## src/rtl/pwm_pkg.sv

```systemverilog
// pwm_pkg: shared types for the PWM bank.
//   pwm_mode_e : EDGE (sawtooth count) or CENTER (triangle count)
//   pwm_dir_e  : counting direction of a channel counter
//   pwm_cfg_t  : software-facing config record at the default counter width
//   chan_w()   : channel-select width, at least one bit
package pwm_pkg;

    localparam int PWM_CNT_W = 12;

    typedef enum logic {PWM_EDGE, PWM_CENTER} pwm_mode_e;
    typedef enum logic {DIR_UP, DIR_DOWN} pwm_dir_e;

    typedef struct packed {
        logic [PWM_CNT_W-1:0] duty;
        logic [PWM_CNT_W-1:0] period;
        pwm_mode_e            mode;
    } pwm_cfg_t;

    function automatic int chan_w(input int n);
        return (n <= 1) ? 1 : $clog2(n);
    endfunction

endpackage

```

## src/rtl/pwm_channel.sv

```systemverilog
// pwm_channel: one PWM channel with double-buffered configuration.
//   clk_i, reset_ni           clock, synchronous active-low reset
//   enable_ni                 active-low run enable
//   wr_i                      accepted config write for this channel
//   duty_i/period_i/mode_i    config payload captured into the shadow regs
//   pend_o                    shadow holds a write not yet applied
//   pwm_o, period_end_o       registered PWM output and boundary pulse
//
// state    | meaning
// DIR_UP   | counting up 0..P (the only state used in EDGE mode)
// DIR_DOWN | CENTER mode, counting down P-1..1
module pwm_channel
    import pwm_pkg::*;
#(
    parameter int CNT_W        = 12,
    parameter int RESET_PERIOD = 4095
) (
    input  logic             clk_i,
    input  logic             reset_ni,
    input  logic             enable_ni,
    input  logic             wr_i,
    input  logic [CNT_W-1:0] duty_i,
    input  logic [CNT_W-1:0] period_i,
    input  pwm_mode_e        mode_i,
    output logic             pend_o,
    output logic             pwm_o,
    output logic             period_end_o
);

    logic [CNT_W-1:0] duty_q, duty_d;
    logic [CNT_W-1:0] period_q, period_d;
    pwm_mode_e        mode_q, mode_d;
    logic [CNT_W-1:0] sh_duty_q, sh_duty_d;
    logic [CNT_W-1:0] sh_period_q, sh_period_d;
    pwm_mode_e        sh_mode_q, sh_mode_d;
    logic             pend_q, pend_d;
    logic [CNT_W-1:0] cnt_q, cnt_d;
    pwm_dir_e         dir_q, dir_d;
    logic             pwm_q, pwm_d;
    logic             pe_q, pe_d;

    logic edge_like;
    logic boundary;
    logic load;

    // A triangle with P<=1 degenerates, so it runs as a plain sawtooth.
    assign edge_like = (mode_q == PWM_EDGE) || (period_q <= CNT_W'(1));

    always_comb begin
        boundary = 1'b0;
        if (edge_like) begin
            boundary = (cnt_q == period_q);
        end else begin
            boundary = (dir_q == DIR_DOWN) && (cnt_q == CNT_W'(1));
        end
    end

    always_comb begin
        cnt_d = cnt_q;
        dir_d = dir_q;
        load  = 1'b0;
        if (enable_ni || boundary) begin
            // While disabled every cycle counts as a boundary for shadow loading.
            cnt_d = '0;
            dir_d = DIR_UP;
            load  = pend_q;
        end else begin
            case (dir_q)
                DIR_UP: begin
                    if (!edge_like && (cnt_q == period_q)) begin
                        dir_d = DIR_DOWN;
                        cnt_d = cnt_q - CNT_W'(1);
                    end else begin
                        cnt_d = cnt_q + CNT_W'(1);
                    end
                end
                DIR_DOWN: cnt_d = cnt_q - CNT_W'(1);
                default: begin
                    cnt_d = '0;
                    dir_d = DIR_UP;
                end
            endcase
        end
    end

    always_comb begin
        duty_d      = duty_q;
        period_d    = period_q;
        mode_d      = mode_q;
        sh_duty_d   = sh_duty_q;
        sh_period_d = sh_period_q;
        sh_mode_d   = sh_mode_q;
        pend_d      = pend_q;
        if (load) begin
            duty_d   = sh_duty_q;
            period_d = sh_period_q;
            mode_d   = sh_mode_q;
            pend_d   = 1'b0;
        end
        // A write is only accepted with pend clear, so it never collides with a load;
        // a write taken in a boundary cycle therefore waits for the next boundary.
        if (wr_i) begin
            sh_duty_d   = duty_i;
            sh_period_d = period_i;
            sh_mode_d   = mode_i;
            pend_d      = 1'b1;
        end
        pwm_d = !enable_ni && (cnt_q < duty_q);
        pe_d  = !enable_ni && boundary;
    end

    always_ff @(posedge clk_i) begin
        if (!reset_ni) begin
            duty_q      <= '0;
            period_q    <= CNT_W'(RESET_PERIOD);
            mode_q      <= PWM_EDGE;
            sh_duty_q   <= '0;
            sh_period_q <= CNT_W'(RESET_PERIOD);
            sh_mode_q   <= PWM_EDGE;
            pend_q      <= 1'b0;
            cnt_q       <= '0;
            dir_q       <= DIR_UP;
            pwm_q       <= 1'b0;
            pe_q        <= 1'b0;
        end else begin
            duty_q      <= duty_d;
            period_q    <= period_d;
            mode_q      <= mode_d;
            sh_duty_q   <= sh_duty_d;
            sh_period_q <= sh_period_d;
            sh_mode_q   <= sh_mode_d;
            pend_q      <= pend_d;
            cnt_q       <= cnt_d;
            dir_q       <= dir_d;
            pwm_q       <= pwm_d;
            pe_q        <= pe_d;
        end
    end

    assign pend_o       = pend_q;
    assign pwm_o        = pwm_q;
    assign period_end_o = pe_q;

endmodule

```

## src/rtl/pwm_bank.sv

```systemverilog
// pwm_bank: CHANNELS independent PWM channels sharing one config write port.
//   clk_i, reset_ni    clock, synchronous active-low reset
//   enable_ni          active-low run enable for all channels
//   cfg_valid_i/cfg_ready_o  config handshake; ready drops while the target channel
//                            still holds an unapplied write
//   cfg_chan_i         target channel; out-of-range writes are accepted and dropped
//   cfg_duty_i, cfg_period_i, cfg_mode_i  config payload
//   pwm_o, period_end_o  per-channel registered outputs
module pwm_bank
    import pwm_pkg::*;
#(
    parameter  int CHANNELS     = 2,
    parameter  int CNT_W        = 12,
    parameter  int RESET_PERIOD = 4095,
    localparam int CHAN_W       = chan_w(CHANNELS)
) (
    input  logic                clk_i,
    input  logic                reset_ni,
    input  logic                enable_ni,
    input  logic                cfg_valid_i,
    output logic                cfg_ready_o,
    input  logic [CHAN_W-1:0]   cfg_chan_i,
    input  logic [CNT_W-1:0]    cfg_duty_i,
    input  logic [CNT_W-1:0]    cfg_period_i,
    input  logic                cfg_mode_i,
    output logic [CHANNELS-1:0] pwm_o,
    output logic [CHANNELS-1:0] period_end_o
);

    logic [CHANNELS-1:0] pend;
    logic                pend_sel;
    logic                accept;

    // Channels outside the bank never report pending, so writes to them complete.
    always_comb begin
        pend_sel = 1'b0;
        for (int i = 0; i < CHANNELS; i++) begin
            if (cfg_chan_i == CHAN_W'(i)) pend_sel = pend[i];
        end
    end

    assign cfg_ready_o = reset_ni && !pend_sel;
    assign accept      = cfg_valid_i && cfg_ready_o;

    for (genvar g = 0; g < CHANNELS; g++) begin : g_chan
        pwm_channel #(
            .CNT_W        (CNT_W),
            .RESET_PERIOD (RESET_PERIOD)
        ) u_chan (
            .clk_i        (clk_i),
            .reset_ni     (reset_ni),
            .enable_ni    (enable_ni),
            .wr_i         (accept && (cfg_chan_i == CHAN_W'(g))),
            .duty_i       (cfg_duty_i),
            .period_i     (cfg_period_i),
            .mode_i       (pwm_mode_e'(cfg_mode_i)),
            .pend_o       (pend[g]),
            .pwm_o        (pwm_o[g]),
            .period_end_o (period_end_o[g])
        );
    end

endmodule

```

## config.mk

```make
export PLATFORM = sky130hd
export DESIGN_NAME = pwm_bank
export DESIGN_NICKNAME = d
export VERILOG_FILES = /design/src/rtl/pwm_pkg.sv /design/src/rtl/pwm_channel.sv /design/src/rtl/pwm_bank.sv
export SDC_FILE = /design/constraint.sdc
export NUM_CORES = 1
export LEC_CHECK = 0
export CAP_MARGIN = 25
export CORE_MARGIN = 1
export CORE_UTILIZATION = 60
export DETAILED_ROUTE_END_ITERATION = 6
export HOLD_SLACK_MARGIN = 0.12
export PLACE_DENSITY = 0.89
export SYNTH_ARGS = -nofsm -noshare
export SYNTH_HDL_FRONTEND = slang
export SYNTH_SLANG_ARGS = --single-unit
```

## constraint.sdc

```tcl
create_clock -name clk_i -period 3 [get_ports clk_i]
set_input_delay 0.3 -clock clk_i [delete_from_list [all_inputs] [get_ports clk_i]]
set_output_delay 0.3 -clock clk_i [all_outputs]
set_load 0.005 [all_outputs]
```

==> results.toml <==
[yosys]
synth-seq-cells = 132
ys_async_sr_fraction = 0
ys.flop_type = "dfxtp_1"
synthesis.area_um2 = 6240
syn_nets = 785
syn_inst = 727
syn_area_per_cell_um2 = 8.59
ys_warn_count = 0
synth.distinct_cells = 50
synth_enable_flop_cells = 0
ys_seq_area_frac = 0.423

[route]
drt_wl_total_um = 14600
detail_route.first_pass.iterations = 4
via_count = 5255
drt_iter0_markers = 445
ant_nets = 0
wl_per_cell_um = 16.4
drc = 0
vias_per_cell = 5.92

[clock_tree]
cts_post_setup_buffers_inserted = 0
cts_resized = 0
cts_hold_buf = 0
cts_made_buffers = 17
path_clk_slew_ps = 60
h-tree-depth = 4
cts_tree = "built"
cts_root_buffer = "clkbuf_8"
cts.sinks = 132
clock_path_buffers = 2
clk_latency_ps = 530

[floorplanning]
die_y_um = 104
rows = 36
die_w_um = 104
start_util = 0.630
ioPinCount = 35
core-area_um2 = 9910
dieArea_um2 = 10800

[global_route]
gr-usage-all-layers = 0.283
grt_max_degree = 69
antenna_found_initial = 0
gr-total-overflow = 0
grt_pass1_vias = 5261
grt_pass1_wl_um = 24600

[run]
maxCapViolCount = 0

[sta]
setup_viol = 0
max_freq_ghz = 0.392
fin_ws_ps = 449
slew_headroom = 0.584
worstMarginPinSlew_ps = 622
finClkSkew_ps = 9.04
finalCriticalPeriod_ps = 2550
period_share = 0.850
hold_viol = 0
tns_ps = 0
finalMaxSlewViolations = 0
rsz0062_at_grt = "no"

[layout]
final_nets = 801
area_growth_pct = 16.6
fill_cells = 685
n_antenna_cell = 0
multiInputGateArea_um2 = 3280
drive_above_1_share = 0.0649
final_area_um2 = 7280
utilization = 0.735
seqCellArea_um2 = 2640

[worst_setup_path]
worstPathRequired_ps = 3390
cp_top_family = "simple AND/OR/NAND/NOR gates"
max_stage_delay_ps = 580
cpMostUsedCell = "o31ai_4"
crit_type = "reg2reg"
cp_cell_sequence = "or4_1 -> o31ai_4 -> nor4b_4 -> o31ai_4 -> buf_4 -> mux2i_1 -> nand2_1"
path_buf_inv = 1
cp_data_arrival_time_ps = 2940
start_kind = "register"
cp-end-kind = "register"
cp_slowest_cell = "or4_1"
cp_max_fo = 25

[power]
vdd_drop_max_v = 0.000368
p_clk_frac = 0.530
switchingPower_w = 0.000924
p_int_w = 0.00343
switching_share = 0.212
power_frac_seq = 0.419
p_leak_nw = 2.90
power.density_nw_per_um2 = 597
power_frac_comb = 0.052

[placed_design]
port_buffers = 34
dpl_worst_slack_ps = 555
dpl_cell_area_um2 = 6620
gp_congestion = 0.922
hpwl_um = 10100

[hold_path]
hold_path.class = "in2reg"

[outcome]
outcome = "finished clean"
[synth_stat cells (13+ instances only)]
library cell	number	area, um2
xnor2_1	16	140
nor2b_1	13	81.3
clkbuf_1	34	128
inv_1	36	135
nand4_1	15	93.8
nand3_1	51	255
xor2_1	22	193
mux2i_1	47	470
dfxtp_1	132	2640
a21oi_1	13	65.1
a21boi_0	26	195
nor2_1	31	116
ha_1	28	350
nand2_1	151	567
[cells in the final DEF (no fill, tap or decap), types with 5 or more instances in the layout]
master / synthesis / layout
nand2_1: 151 / 151
dfxtp_1: 132 / 132
nand3_1: 51 / 51
mux2i_1: 47 / 47
inv_1: 36 / 36
clkdlybuf4s50_1: 0 / 33
nor2_1: 31 / 31
ha_1: 28 / 28
a21boi_0: 26 / 26
xor2_1: 22 / 22
xnor2_1: 16 / 16
clkbuf_16: 0 / 16
nand4_1: 15 / 15
a21oi_1: 13 / 13
nor2b_1: 13 / 13
nor3_1: 10 / 10
o21ai_1: 10 / 10
buf_4: 5 / 9
o21ai_0: 8 / 8
a21o_1: 8 / 8
nor4_1: 7 / 7
and3_1: 7 / 7
and4_1: 6 / 6
bufinv_16: 0 / 6
or4_1: 5 / 5
clkinvlp_4: 0 / 5
[area by class of cell]
| type | count | share of cell area |
|---|---|---|
| multi-input cells | 513 | 0.450 |
| flip-flops and latches | 132 | 0.363 |
| clock buffers | 18 | 0.0588 |
| repair buffers | 43 | 0.0553 |
| clock inverters | 13 | 0.0318 |
| well taps | 133 | 0.0229 |
| inverters | 36 | 0.0186 |
[worst min-delay path, delay by kind of cell]
kind / cells / cell delay (ps)
and+or+nand+nor: 2 / 310
buffers and inverters: 1 / 120
[through the flow]
stage	hold WS (ps)	total power, W	instances
floorplan	424	0.00199	727
global placement	440	0.00207	857
detailed placement	448	0.00208	857
CTS	238	0.00435	888
global route	247	0.00448	888
finish	259	0.00435	888
[power groups by stage]
stage | Sequential [W] | Clock (W) | Combinational [W]
floorplan | 0.00185 | 0 | 0.000142
global placement | 0.00186 | 0 | 0.000210
detailed placement | 0.00186 | 0 | 0.000220
CTS | 0.00182 | 0.00231 | 0.000223
global route | 0.00183 | 0.00241 | 0.000245
finish | 0.00182 | 0.00230 | 0.000225
[layer usage]
metal	wire length, um	GRT usage
met2	7010	0.468
met5	0	0
met1	6240	0.345
met3	902	0.0683
met4	430	0.137
[path summary, 6_finish.rpt]
path	slack, ps	depth (start not counted)	to	startpoint
setup / recovery	450	7	g_chan[1].u_chan.period_q[2]	g_chan[1].u_chan.period_q[3]
hold / removal	260	3	g_chan[1].u_chan.period_end_o	reset_ni
setup reg to reg	450	7	g_chan[1].u_chan.period_q[2]	g_chan[1].u_chan.period_q[3]
hold reg to reg	460	2	g_chan[0].u_chan.duty_q[6]	g_chan[0].u_chan.duty_q[6]
[state kept, by name, summed over array words and instances (netlist names)]
signal and cells:
g_chan.u_chan.sh_duty_q 24, g_chan.u_chan.period_end_o 2, g_chan.u_chan.cnt_q 24, g_chan.u_chan.mode_q 2
g_chan.u_chan.sh_period_q 24, g_chan.u_chan.pend_o 2, g_chan.u_chan.duty_q 24, g_chan.u_chan.period_q 24
g_chan.u_chan.pwm_o 2, g_chan.u_chan.sh_mode_q 2, g_chan.u_chan.dir_q 2
[logic make-up after synthesis]
logic type               Yosys count  share of synthesized area
buffers and inverters             82                     0.0557
adder cells (fa/ha/maj)           28                     0.0561
AO/OA/AOI/OAI                     83                     0.0934
multiplexers                      47                     0.0754
XOR/XNOR                          38                     0.0533
AND/OR/NAND/NOR                  317                      0.243
flip-flops                       132                      0.423
(Power assumes the default switching activity.)
